## config.mk

```make
export PLATFORM = sky130hd
export DESIGN_NAME = priority_decoder_seq
export DESIGN_NICKNAME = d
export VERILOG_FILES = /design/src/rtl/prio_dec_pkg.sv /design/src/rtl/prio_dec_fifo.sv /design/src/rtl/priority_decoder_seq.sv
export SDC_FILE = /design/constraint.sdc
export NUM_CORES = 1
export LEC_CHECK = 0
export ABC_AREA = 1
export ABC_CLOCK_PERIOD_IN_PS = 2600
export CORE_ASPECT_RATIO = 0.6
export CORE_UTILIZATION = 40
export DETAILED_ROUTE_END_ITERATION = 6
export PLACE_DENSITY_LB_ADDON = 0.15
export SLEW_MARGIN = 20
export SYNTH_ARGS = -nofsm -noshare
export SYNTH_HDL_FRONTEND = slang
export SYNTH_HIERARCHICAL = 1
export SYNTH_SLANG_ARGS = --single-unit
```

## constraint.sdc

```tcl
create_clock -name clk -period 2.6 [get_ports clk]
set_input_delay 0.52 -clock clk [delete_from_list [all_inputs] [get_ports clk]]
set_output_delay 0.52 -clock clk [all_outputs]
set_load 0.02 [all_outputs]
```

## src/rtl/prio_dec_pkg.sv

```systemverilog
// Shared types for the sequential priority decoder: FSM states, buffered beat layout
// and the default widths that the top level derives from them.
package prio_dec_pkg;

  localparam int unsigned DefNOut  = 8;
  localparam int unsigned DefCodeW = $clog2(DefNOut);
  localparam int unsigned EntryW   = DefCodeW + 1;

  typedef enum logic [1:0] {
    StIdle = 2'd0,
    StHold = 2'd1,
    StWait = 2'd2
  } state_e;

  typedef struct packed {
    logic [DefCodeW-1:0] code;
    logic                nv;
  } entry_t;

endpackage

```

## src/rtl/prio_dec_fifo.sv

```systemverilog
// Small synchronous FIFO with a registered occupancy count; Depth must be a power of 2.
module prio_dec_fifo #(
  parameter int unsigned Width = 4,
  parameter int unsigned Depth = 2
) (
  input  logic                     clk,
  input  logic                     rst_n,
  input  logic                     push,
  input  logic [Width-1:0]         wdata,
  input  logic                     pop,
  output logic [Width-1:0]         rdata,
  output logic                     full,
  output logic                     empty,
  output logic [$clog2(Depth):0]   count
);

  localparam int unsigned PtrW = $clog2(Depth);

  logic [Width-1:0]  mem_q [Depth];
  logic [PtrW-1:0]   wr_ptr_q, rd_ptr_q;
  logic [PtrW:0]     count_q;
  logic              do_push, do_pop;

  // Pushes into a full FIFO and pops from an empty one are dropped.
  assign do_push = push && (count_q != (PtrW+1)'(Depth));
  assign do_pop  = pop && (count_q != '0);

  always_ff @(posedge clk) begin
    if (!rst_n) begin
      wr_ptr_q <= '0;
      rd_ptr_q <= '0;
      count_q  <= '0;
    end else begin
      if (do_push) begin
        mem_q[wr_ptr_q] <= wdata;
        wr_ptr_q        <= wr_ptr_q + 1'b1;
      end
      if (do_pop) begin
        rd_ptr_q <= rd_ptr_q + 1'b1;
      end
      case ({do_push, do_pop})
        2'b10:   count_q <= count_q + 1'b1;
        2'b01:   count_q <= count_q - 1'b1;
        default: count_q <= count_q;
      endcase
    end
  end

  assign rdata = mem_q[rd_ptr_q];
  assign full  = (count_q == (PtrW+1)'(Depth));
  assign empty = (count_q == '0);
  assign count = count_q;

endmodule

```

## src/rtl/priority_decoder_seq.sv

```systemverilog
// Receive end of the priority encoder link: buffers {code, nv} beats and presents each as
// a registered one-hot word for at least HOLD_CYCLES cycles before a downstream release.
module priority_decoder_seq
  import prio_dec_pkg::*;
#(
  parameter int unsigned N_OUT       = DefNOut,
  parameter int unsigned CODE_W      = DefCodeW,
  parameter int unsigned HOLD_CYCLES = 4,
  parameter int unsigned FIFO_DEPTH  = 2
) (
  input  logic              clk,
  input  logic              rst_n,
  input  logic              in_valid,
  output logic              in_ready,
  input  logic [CODE_W-1:0] in_code,
  input  logic              in_nv,
  output logic [N_OUT-1:0]  d,
  output logic              out_valid,
  input  logic              out_ready,
  output logic              nv_out,
  output logic              busy,
  output logic              err
);

  localparam int unsigned HoldW = (HOLD_CYCLES > 1) ? $clog2(HOLD_CYCLES) : 1;

  state_e             state_q, state_d;
  logic [HoldW-1:0]   hold_cnt_q, hold_cnt_d;
  logic [N_OUT-1:0]   d_q, d_d;
  logic               valid_q, valid_d;
  logic               nv_q, nv_d;
  logic               err_q, err_d;

  entry_t             wr_entry, head;
  logic [EntryW-1:0]  fifo_rdata;
  logic               fifo_full, fifo_empty, fifo_pop;
  logic [$clog2(FIFO_DEPTH):0] fifo_count;

  assign wr_entry.code = in_code;
  assign wr_entry.nv   = in_nv;
  assign head          = entry_t'(fifo_rdata);

  prio_dec_fifo #(
    .Width (EntryW),
    .Depth (FIFO_DEPTH)
  ) u_fifo (
    .clk   (clk),
    .rst_n (rst_n),
    .push  (in_valid && in_ready),
    .wdata (EntryW'(wr_entry)),
    .pop   (fifo_pop),
    .rdata (fifo_rdata),
    .full  (fifo_full),
    .empty (fifo_empty),
    .count (fifo_count)
  );

  // Only the registered count gates input; a same-cycle pop never frees a slot.
  assign in_ready = !fifo_full;

  always_comb begin
    logic load, retire;
    state_d    = state_q;
    hold_cnt_d = hold_cnt_q;
    d_d        = d_q;
    valid_d    = valid_q;
    nv_d       = nv_q;
    err_d      = err_q;
    fifo_pop   = 1'b0;
    load       = 1'b0;
    retire     = 1'b0;

    unique case (state_q)
      StIdle: load = !fifo_empty;
      StHold: begin
        if (hold_cnt_q != '0) begin
          hold_cnt_d = hold_cnt_q - 1'b1;
        end else if (out_ready) begin
          retire = 1'b1;
        end else begin
          state_d = StWait;
        end
      end
      StWait: retire = out_ready;
      default: state_d = StIdle;
    endcase

    if (retire) begin
      if (!fifo_empty) begin
        load = 1'b1;
      end else begin
        d_d     = '0;
        valid_d = 1'b0;
        nv_d    = 1'b0;
        state_d = StIdle;
      end
    end

    if (load) begin
      fifo_pop   = 1'b1;
      state_d    = StHold;
      hold_cnt_d = HoldW'(HOLD_CYCLES - 1);
      valid_d    = 1'b1;
      nv_d       = head.nv;
      d_d        = '0;
      if (!head.nv) begin
        for (int unsigned i = 0; i < N_OUT; i++) begin
          d_d[i] = (head.code == CODE_W'(i));
        end
        // Out-of-range codes still occupy a hold slot, just with an all-zero word.
        if (32'(head.code) >= N_OUT) begin
          err_d = 1'b1;
        end
      end
    end
  end

  always_ff @(posedge clk) begin
    if (!rst_n) begin
      state_q    <= StIdle;
      hold_cnt_q <= '0;
      d_q        <= '0;
      valid_q    <= 1'b0;
      nv_q       <= 1'b0;
      err_q      <= 1'b0;
    end else begin
      state_q    <= state_d;
      hold_cnt_q <= hold_cnt_d;
      d_q        <= d_d;
      valid_q    <= valid_d;
      nv_q       <= nv_d;
      err_q      <= err_d;
    end
  end

  assign d         = d_q;
  assign out_valid = valid_q;
  assign nv_out    = nv_q;
  assign err       = err_q;
  assign busy      = (state_q != StIdle) || !fifo_empty;

endmodule

```

# [Word level (Yosys, flattened, before mapping)]
# Memory sizes are Yosys's and may differ from the RTL's. A register that Yosys moved wholly into a read port is not among the register bits.
# Cells that the tools add are included.
[classes] n_bitwise=1 n_eq_ne=13 n_addsub=5 n_reduce_logical=21 muxes=30
[ops] cell="$mux W8" count=4
[ops] cell="$mux W1" count=16
[ops] cell="$reduce_bool A2 Y1" count=8
[ops] cell="$mux W2" count=7
[ops] cell="$eq A3 B3 Y1 const B" count=4
[ops] cell="$pmux W2 S2" count=2
[ops] cell="$eq A2 B2 Y1 const B" count=3
[ops] cell="$eq A3 B2 Y1 const B" count=2
[ops] cell="$eq A2 B1 Y1 const B" count=2
[ops] cell="$logic_not A2 Y1" count=2
[ops] cell="$reduce_and A2 Y1" count=2
[ops] cell="$reduce_or A2 Y1" count=2
[ops] cell="$sub A2 B1 Y2 const B" count=2
[ops] cell="$eq A3 B1 Y1 const B" count=1
[ops] cell="$logic_and A1 B1 Y1" count=3
[ops] cell="$logic_not A3 Y1" count=1
[ops] cell="$add A1 B1 Y1 const B" count=2
[ops] cell="$add A2 B1 Y2 const B" count=1
[ops] cell="$logic_not A1 Y1" count=2
[ops] cell="$ne A2 B2 Y1 const B" count=1
[ops] cell="$pmux W1 S2" count=1
[ops] cell="$logic_or A1 B1 Y1" count=1
[ops] cell="$not A1 Y1" count=1
[word_totals] regBits=18 input_bits=8 mem_bits_rw=8 output_inout_bits=13 n_memories=1 wordCells=80
[memory_table] memory="u_fifo.mem_q" depth=2 word_bits=4 rd=1 rd_ports_with_merged_regs=1 write_ports=1 line_no="prio_dec_fifo.sv:19" text="logic [Width-1:0] mem_q [Depth];"

# [Logic depth before layout (Yosys ltp)]
# Gate-level depths: netlist of the first run.
[depth] ltp_word=9 depth_mapped=17

# [By module]
# Netlist of the first run, hierarchy kept.
[by_module_without_submodules] mod="priority_decoder_seq" cells_per_inst=105 area_per_inst_um2=795.8 n_inst=1
[by_module_without_submodules] mod="prio_dec_fifo" cells_per_inst=51 area_per_inst_um2=549.3 n_inst=1

# [Worst setup path after synthesis of the first run]
# OpenSTA, ideal clock, no wires.
[synth_path] path_type="register to register" start="register state_q[0]" end="register u_fifo.count_q[1], in the netlist u_fifo/count[1]" path_stages_with_launch=18 setup_slack_ps=596 setup_time_ps=64 required_time_ps=2536 arrival_time_ps=1941 cell_sequence="dfxtp_1 inv_1 ha_1 nand2_1 inv_2 nand2_2 nand2_2 nand2_2 buf_6 inv_1 inv_1 nor2_4 ha_1 inv_1 nand2_1 nor2_1 nor2_1 nor2_1"
[synth_between] elab_chain_cells=8 elab_cells_between_ends=13 classes_between="4 x eq/ne; 6 x mux; 3 x reduce/logical"
[synth_rtl] item="start, declared" line_no="priority_decoder_seq.sv:27" text="state_e state_q, state_d;"
[synth_rtl] item="start signal, assigned" line_no="priority_decoder_seq.sv:120" text="state_q <= StIdle;"
[synth_rtl] item="start signal, assigned" line_no="priority_decoder_seq.sv:127" text="state_q <= state_d;"
[synth_rtl] item="$logic_not A2 Y1" line_no="priority_decoder_seq.sv:73" text="unique case (state_q)"
[synth_rtl] item="$mux W1" line_no="priority_decoder_seq.sv:73"
[synth_rtl] item="$mux W1" line_no="priority_decoder_seq.sv:89" text="if (!fifo_empty) begin"
[synth_rtl] item="$mux W1 *" line_no="priority_decoder_seq.sv:88" text="if (retire) begin"
[synth_rtl] item="$mux W1 *" line_no="priority_decoder_seq.sv:99" text="if (load) begin"
[synth_rtl] item="via fifo_pop" line_no="priority_decoder_seq.sv:36" text="logic fifo_full, fifo_empty, fifo_pop;"
[synth_rtl] item="$logic_and A1 B1 Y1 *" line_no="prio_dec_fifo.sv:26" text="assign do_pop = pop && (count_q != '0);"
[synth_rtl] item="via u_fifo.do_pop" line_no="prio_dec_fifo.sv:22" text="logic do_push, do_pop;"
[synth_rtl] item="$eq A2 B1 Y1 / $eq A2 B2 Y1 (equally long branches)" line_no="prio_dec_fifo.sv:41" text="case ({do_push, do_pop})"
[synth_rtl] item="$pmux W2 S2 / $reduce_bool A2 Y1 (equally long branches)"
[synth_rtl] item="end signal, assigned" line_no="prio_dec_fifo.sv:42" text="2'b10: count_q <= count_q + 1'b1;"
[synth_rtl] item="end signal, assigned" line_no="prio_dec_fifo.sv:43" text="2'b01: count_q <= count_q - 1'b1;"
[synth_rtl] item="end signal, assigned" line_no="prio_dec_fifo.sv:44" text="default: count_q <= count_q;"
[synth_rtl] item="end, declared" line_no="prio_dec_fifo.sv:21" text="logic [PtrW:0] count_q;"
# Mark *: on every way through the listed nets, which the timed path passes. The rest lies on a longest branch.
# A chain may end at the register's enable or synchronous reset.

# [Worst setup path after layout of the first run]
[layout_path] start="register state_q[0]" end="output port busy"
[layout_between] elab_chain_cells=2
[layout_rtl] item="$reduce_bool A2 Y1" line_no="priority_decoder_seq.sv:140" text="assign busy = (state_q != StIdle) || !fifo_empty;"
[layout_rtl] item="$logic_or A1 B1 Y1" line_no="priority_decoder_seq.sv:140"
[layout_rtl] item="end, declared" line_no="priority_decoder_seq.sv:21" text="output logic busy,"
# Every way passes these cells.

==> metrics.yaml, run 1 <==
status: "finished clean"
hp-start: "u_fifo/wr_ptr_q$_SDFFE_PN0P_"
clk_path_buf_depth: 2
final_nets: 192
num_antenna_cells: 0
vias: 1031
wl_per_cell_microns: 10.9
clkLatencyLatePin_ns: 0.28
path_max_fanout: 4
grt_first_pass_wirelength_mm: 4.16
slew_headroom_pct: 60.3
synth-xor-area-share_pct: 0.651
synth.area.top_cells: "dfxtp_1 28%, edfxtp_1 18%, nand3_1 7.1%"
cp.arrival_ns: 1.75
path_depth: 4
initialDrtViolationCount: 38
ys_types: 24
fmax_ghz: 0.441
start_util_pct: 44.5
cpLargestDelayFamily: "buffers and inverters"
netlist_area_sq_um: 1350
crit_chain: "inv_1 > ha_1 > nand2_1 > clkdlybuf4s50_1"
io_buffers: 19
crit_slowest_cell: "clkdlybuf4s50_1"
peakVddDrop_v: 0.000488
rsz0062_at_grt: "false"
rows: 15
numClockSinks: 27
required_ns: 2.08
core_sq_um: 3020
fp.dieW_microns: 76.9
drcViolationCount: 0
synth_top_area_share_pct: 28.3
h-tree-depth: 1
grt_usage_pct: 15.2
die-area_sq_um: 3610
grt_max_degree: 17
tightest_slew_ns: 0.591
cts_hold_buf: 0
synth_cells: 156
place_hpwl_mm: 1.88
first_pass_iters: 4
grt_remaining_overflow: 0
finClkSkew_ns: 0.0107
drv_slew: 0
hold_viol: 0
r2r_start: "state_q[0]$_SDFF_PN0_"
syn_to_final_growth_pct: 20.5
synth_adder_area_share_pct: 5.58
min_path_type: "flip-flop to flip-flop"
finalCritPeriodShare_pct: 87.2
path_buf_inv: 2
die_y_microns: 46.9
place.gp.congestion: 0.787
setup_viol: 0
ys_seq_elements: 27
rr_worst_depth: 16
grt_pass1_vias: 995
synth-simple-area-share_pct: 22.7
syn_avg_cell_area_sq_um: 8.62
antenna_found_initial: 0
tns_ns: 0
cp-end-kind: "output pin"
path_clk_slew_ns: 0.10
tritoncts: "done"
cpPeakStageDelay_ns: 0.60
clockRootBuffer: "clkbuf_8"
final_cell_mix: "22 x nand2_1, 22 x inv_1, 19 x nand3_1, 19 x dfxtp_1, 19 x clkdlybuf4s50_1"
yosysSeqAreaShare_pct: 46.1
synth_compound_area_share_pct: 11.4
min_period_ns: 2.27
synth_top_family_by_area: "simple AND/OR/NAND/NOR gates"
synthMuxAreaShare_pct: 3.35
cp-startpoint: "state_q[0]$_SDFF_PN0_"
avgViaCountPerCell: 4.71
post_cts_buffers: 0
antenna_left: 0
drive_gt1_share_pct: 18.1
start_kind: "flip-flop"
r2r_slack_ns: 0.43
crit_type: "flip-flop to output pin"
drv_cap: 0
yosys_warnings: 6
cts_resized: 0
cts_buffers: 3
ioPinCount: 21
utilization_pct: 53.6
power_density_nw_per_um2: 993
synth_fp_nets: 170
yosysTopAreaCell: "dfxtp_1"
routed_wl_mm: 2.40
total_leakage_power_nw: 0.680
whs_path_depth: 2
-- per-layer routing --
metal  track usage, %  vias to the layer above  share of wire (%)
li1                 -                      540                  -
met1             18.3                      469                 50
met2             26.3                       18                 44
met3             4.27                        4                4.5
met4             7.31                        0                1.2
met5                0                        -                  0
-- cell families after synthesis --
group | count (synthesis)
simple gates | 68
fa+ha+maj | 6
compound gates | 18
xor+xnor | 1
mux | 4
other cells | 1
buf+inv | 31
flops | 27
-- registers in the layout (all words and copies together), names as in the netlist, named ones only --
| name | count |
|---|---|
| u_fifo/rd_ptr_q | 1 |
| u_fifo/count | 2 |
| out_valid | 1 |
| u_fifo/wr_ptr_q | 1 |
| d | 8 |
| state_q | 2 |
| hold_cnt_q | 2 |
| nv_out | 1 |
| u_fifo/mem_q | 8 |
-- worst paths after layout --
check	end
min reg2reg	u_fifo/wr_ptr_q$_SDFFE_PN0P_
max reg2reg	u_fifo/count[1]$_SDFFE_PN0P_
max	busy
min	u_fifo/wr_ptr_q$_SDFFE_PN0P_
-- power breakdown --
part / internal (mW) / switching (mW)
Sequential: 0.529 / 0.0644
Combinational: 0.296 / 0.476
Clock: 0.109 / 0.135
Total: 0.934 / 0.675
-- layout make-up --
cell class / instances / area (sq um)
clock buffer: 3 / 41.3
clock inverter: 1 / 7.51
fill: 300 / 1400
inverter: 27 / 101
multi-input combinational: 98 / 592
sequential: 27 / 621
tap: 42 / 52.6
timing repair buffer: 21 / 205
-- Yosys cell counts --
master / n
a21oi_1: 2
dfxtp_1: 19
nand2_2: 4
nor2_2: 1
ha_1: 6
nor2_1: 17
nand2_1: 22
nor3_1: 3
o21ai_0: 3
nor2_4: 1
buf_2: 1
o21ai_1: 2
buf_6: 1
a21oi_4: 3
edfxtp_1: 8
conb_1: 1
inv_2: 5
nand4_1: 1
xor2_1: 1
mux2_2: 4
buf_4: 2
inv_1: 22
o21ai_2: 8
nand3_1: 19
-- stage by stage --
stage / area [sq um] / worst slack (ns) / power [mW] / std cells / hold WS (ns)
floorplan: 1350 / 0.596 / 1.18 / 156 / 0.450
global placement: 1570 / 0.279 / 1.35 / 215 / 0.462
detailed placement: 1570 / 0.162 / 1.38 / 215 / 0.472
CTS: 1620 / 0.326 / 1.62 / 219 / 0.486
global route: 1620 / 0.206 / 1.74 / 219 / 0.512
finish: 1620 / 0.334 / 1.61 / 219 / 0.483
-- tightest hold or removal path, cell delays in order (launching register included) --
cell and delay [ns]:
dfxtp_1 0.32, nand3_1 0.07, o21ai_1 0.05
(Power assumes the default switching activity.)
==> inputs of run 2 (changes only) <==
- ABC_CLOCK_PERIOD_IN_PS: 2600 -> 2500
- CTS_CLUSTER_SIZE: not set -> 14
- SKIP_LAST_GASP: not set -> 1
- clock period: 2.6 -> 2.5 ns (I/O delays scaled with it)
==> run 2 against run 1 <==
Net effect:
- clock power increased by 2%
- worst hold slack got worse by 0.0015 ns
- combinational power increased by 6.1%
- register-to-register slack improved by 0.04 ns
- final cell count increased by 0.91%
- setup slack got worse by 0.10 ns
- non-clock buffer count increased by 2
- routed wire length increased by 5.3%
- flip-flop and latch count unchanged
- die area unchanged
==> metrics.yaml, run 2 (synthesized netlist as in run 1, its figures left out) <==
clockRootBuffer: "clkbuf_8"  # unchanged
rsz0062_at_grt: "false"  # unchanged
vias: 1045  # was 1031
routed_wl_mm: 2.52  # was 2.40 mm
io_buffers: 19  # unchanged
first_pass_iters: 4  # unchanged
grt_remaining_overflow: 0  # unchanged
grt_first_pass_wirelength_mm: 4.20  # was 4.16 mm
h-tree-depth: 1  # unchanged
cts_hold_buf: 0  # unchanged
start_kind: "flip-flop"  # unchanged
drv_slew: 0  # unchanged
drv_cap: 0  # unchanged
antenna_left: 0  # unchanged
fp.dieW_microns: 76.9  # unchanged
drive_gt1_share_pct: 19.0  # was 18.1%
wl_per_cell_microns: 11.4  # was 10.9 microns
cts_resized: 0  # unchanged
final_nets: 194  # was 192
hold_viol: 0  # unchanged
post_cts_buffers: 0  # unchanged
clkLatencyLatePin_ns: 0.27  # was 0.28 ns
grt_pass1_vias: 1006  # was 995
path_clk_slew_ns: 0.09  # was 0.10 ns
rows: 15  # unchanged
tns_ns: 0  # unchanged
place.gp.congestion: 0.781  # was 0.787
syn_to_final_growth_pct: 21.6  # was 20.5%
finalCritPeriodShare_pct: 90.8
min_period_ns: 2.27
core_sq_um: 3020  # unchanged
power_density_nw_per_um2: 1030  # was 993 nW/um^2
antenna_found_initial: 0  # unchanged
total_power_mw: 1.68  # was 1.61 mW
status: "finished clean"  # unchanged
die-area_sq_um: 3610  # unchanged
tritoncts: "done"  # unchanged
final_cell_mix: "22 x nand2_1, 22 x inv_1, 19 x nand3_1, 19 x dfxtp_1, 19 x clkdlybuf4s50_1"  # unchanged
die_y_microns: 46.9  # unchanged
peakVddDrop_v: 0.000494  # was 0.000488 V
ioPinCount: 21  # unchanged
cp-end-kind: "output pin"  # unchanged
clk_path_buf_depth: 2  # unchanged
grt_max_degree: 17  # unchanged
initialDrtViolationCount: 64  # was 38
num_antenna_cells: 0  # unchanged
drcViolationCount: 0  # unchanged
avgViaCountPerCell: 4.73  # was 4.71
place_hpwl_mm: 1.91  # was 1.88 mm
cts_buffers: 3  # unchanged
grt_usage_pct: 15.3  # was 15.2%
path_max_fanout: 5  # was 4
min_path_type: "flip-flop to flip-flop"  # unchanged
fmax_ghz: 0.441
required_ns: 2.00  # was 2.08 ns
setup_viol: 0  # unchanged
crit_type: "flip-flop to output pin"  # unchanged
start_util_pct: 44.5  # unchanged
finClkSkew_ns: 0.00373  # was 0.0107 ns
numClockSinks: 27  # unchanged
total_leakage_power_nw: 0.690  # was 0.680 nW
r2r_slack_ns: 0.47  # was 0.43 ns
cp.arrival_ns: 1.77  # was 1.75 ns
run 2: cell types whose count changed in the layout (fill, tap and decap cells not counted):
cell	delta
buf_4	+2
run 2: final timing paths:
| check | from | end | depth (start not counted) |
|---|---|---|---|
| worst max-delay path | state_q[1]$_SDFF_PP0_ | busy | 4 |
| worst min-delay path | u_fifo/wr_ptr_q$_SDFFE_PN0P_ | u_fifo/wr_ptr_q$_SDFFE_PN0P_ | 2 |
| worst max register to register | state_q[1]$_SDFF_PP0_ | u_fifo/count[1]$_SDFFE_PN0P_ | 16 |
| worst min register to register | u_fifo/wr_ptr_q$_SDFFE_PN0P_ | u_fifo/wr_ptr_q$_SDFFE_PN0P_ | 2 |
run 2: final cells by class:
type,count,area [sq um]
repair buffers,23,220
clock buffers,3,41.3
fillers,281,1390
well taps,42,52.6
multi-input cells,98,592
inverters,27,101
clock inverters,1,7.51
flip-flops and latches,27,621
run 2: critical path, cell delays in order, from the launching register on:
cell	delay [ns]
dfxtp_1	0.42
inv_1	0.09
ha_1	0.26
nand2_1	0.12
clkdlybuf4s50_1	0.61
run 2: layer usage:
layer | vias to the layer above | global-route usage, % | part of all wire, %
met4 | 0 | 5.38 | 0.52
met5 | - | 0 | 0
met2 | 20 | 27.0 | 45
li1 | 546 | - | -
met1 | 477 | 18.5 | 49
met3 | 2 | 4.85 | 5.1
run 2: metrics by stage:
step	setup WS, ns	hold WS (ns)	std cells	instance area [sq um]	utilization (%)
final	0.231	0.481	221	1640	54.1
after global placement	0.357	0.459	217	1590	52.5
after CTS	0.241	0.481	221	1640	54.1
after global routing	0.145	0.511	221	1640	54.1
after floorplan	0.496	0.450	156	1350	-
after detailed placement	0.249	0.468	217	1590	52.5
run 2: power by group:
part	leakage (nW)	total (mW)	switching (mW)	internal [mW]
Clock	0.0217	0.248	0.135	0.113
Sequential	0.228	0.616	0.0662	0.550
Combinational	0.439	0.819	0.507	0.312
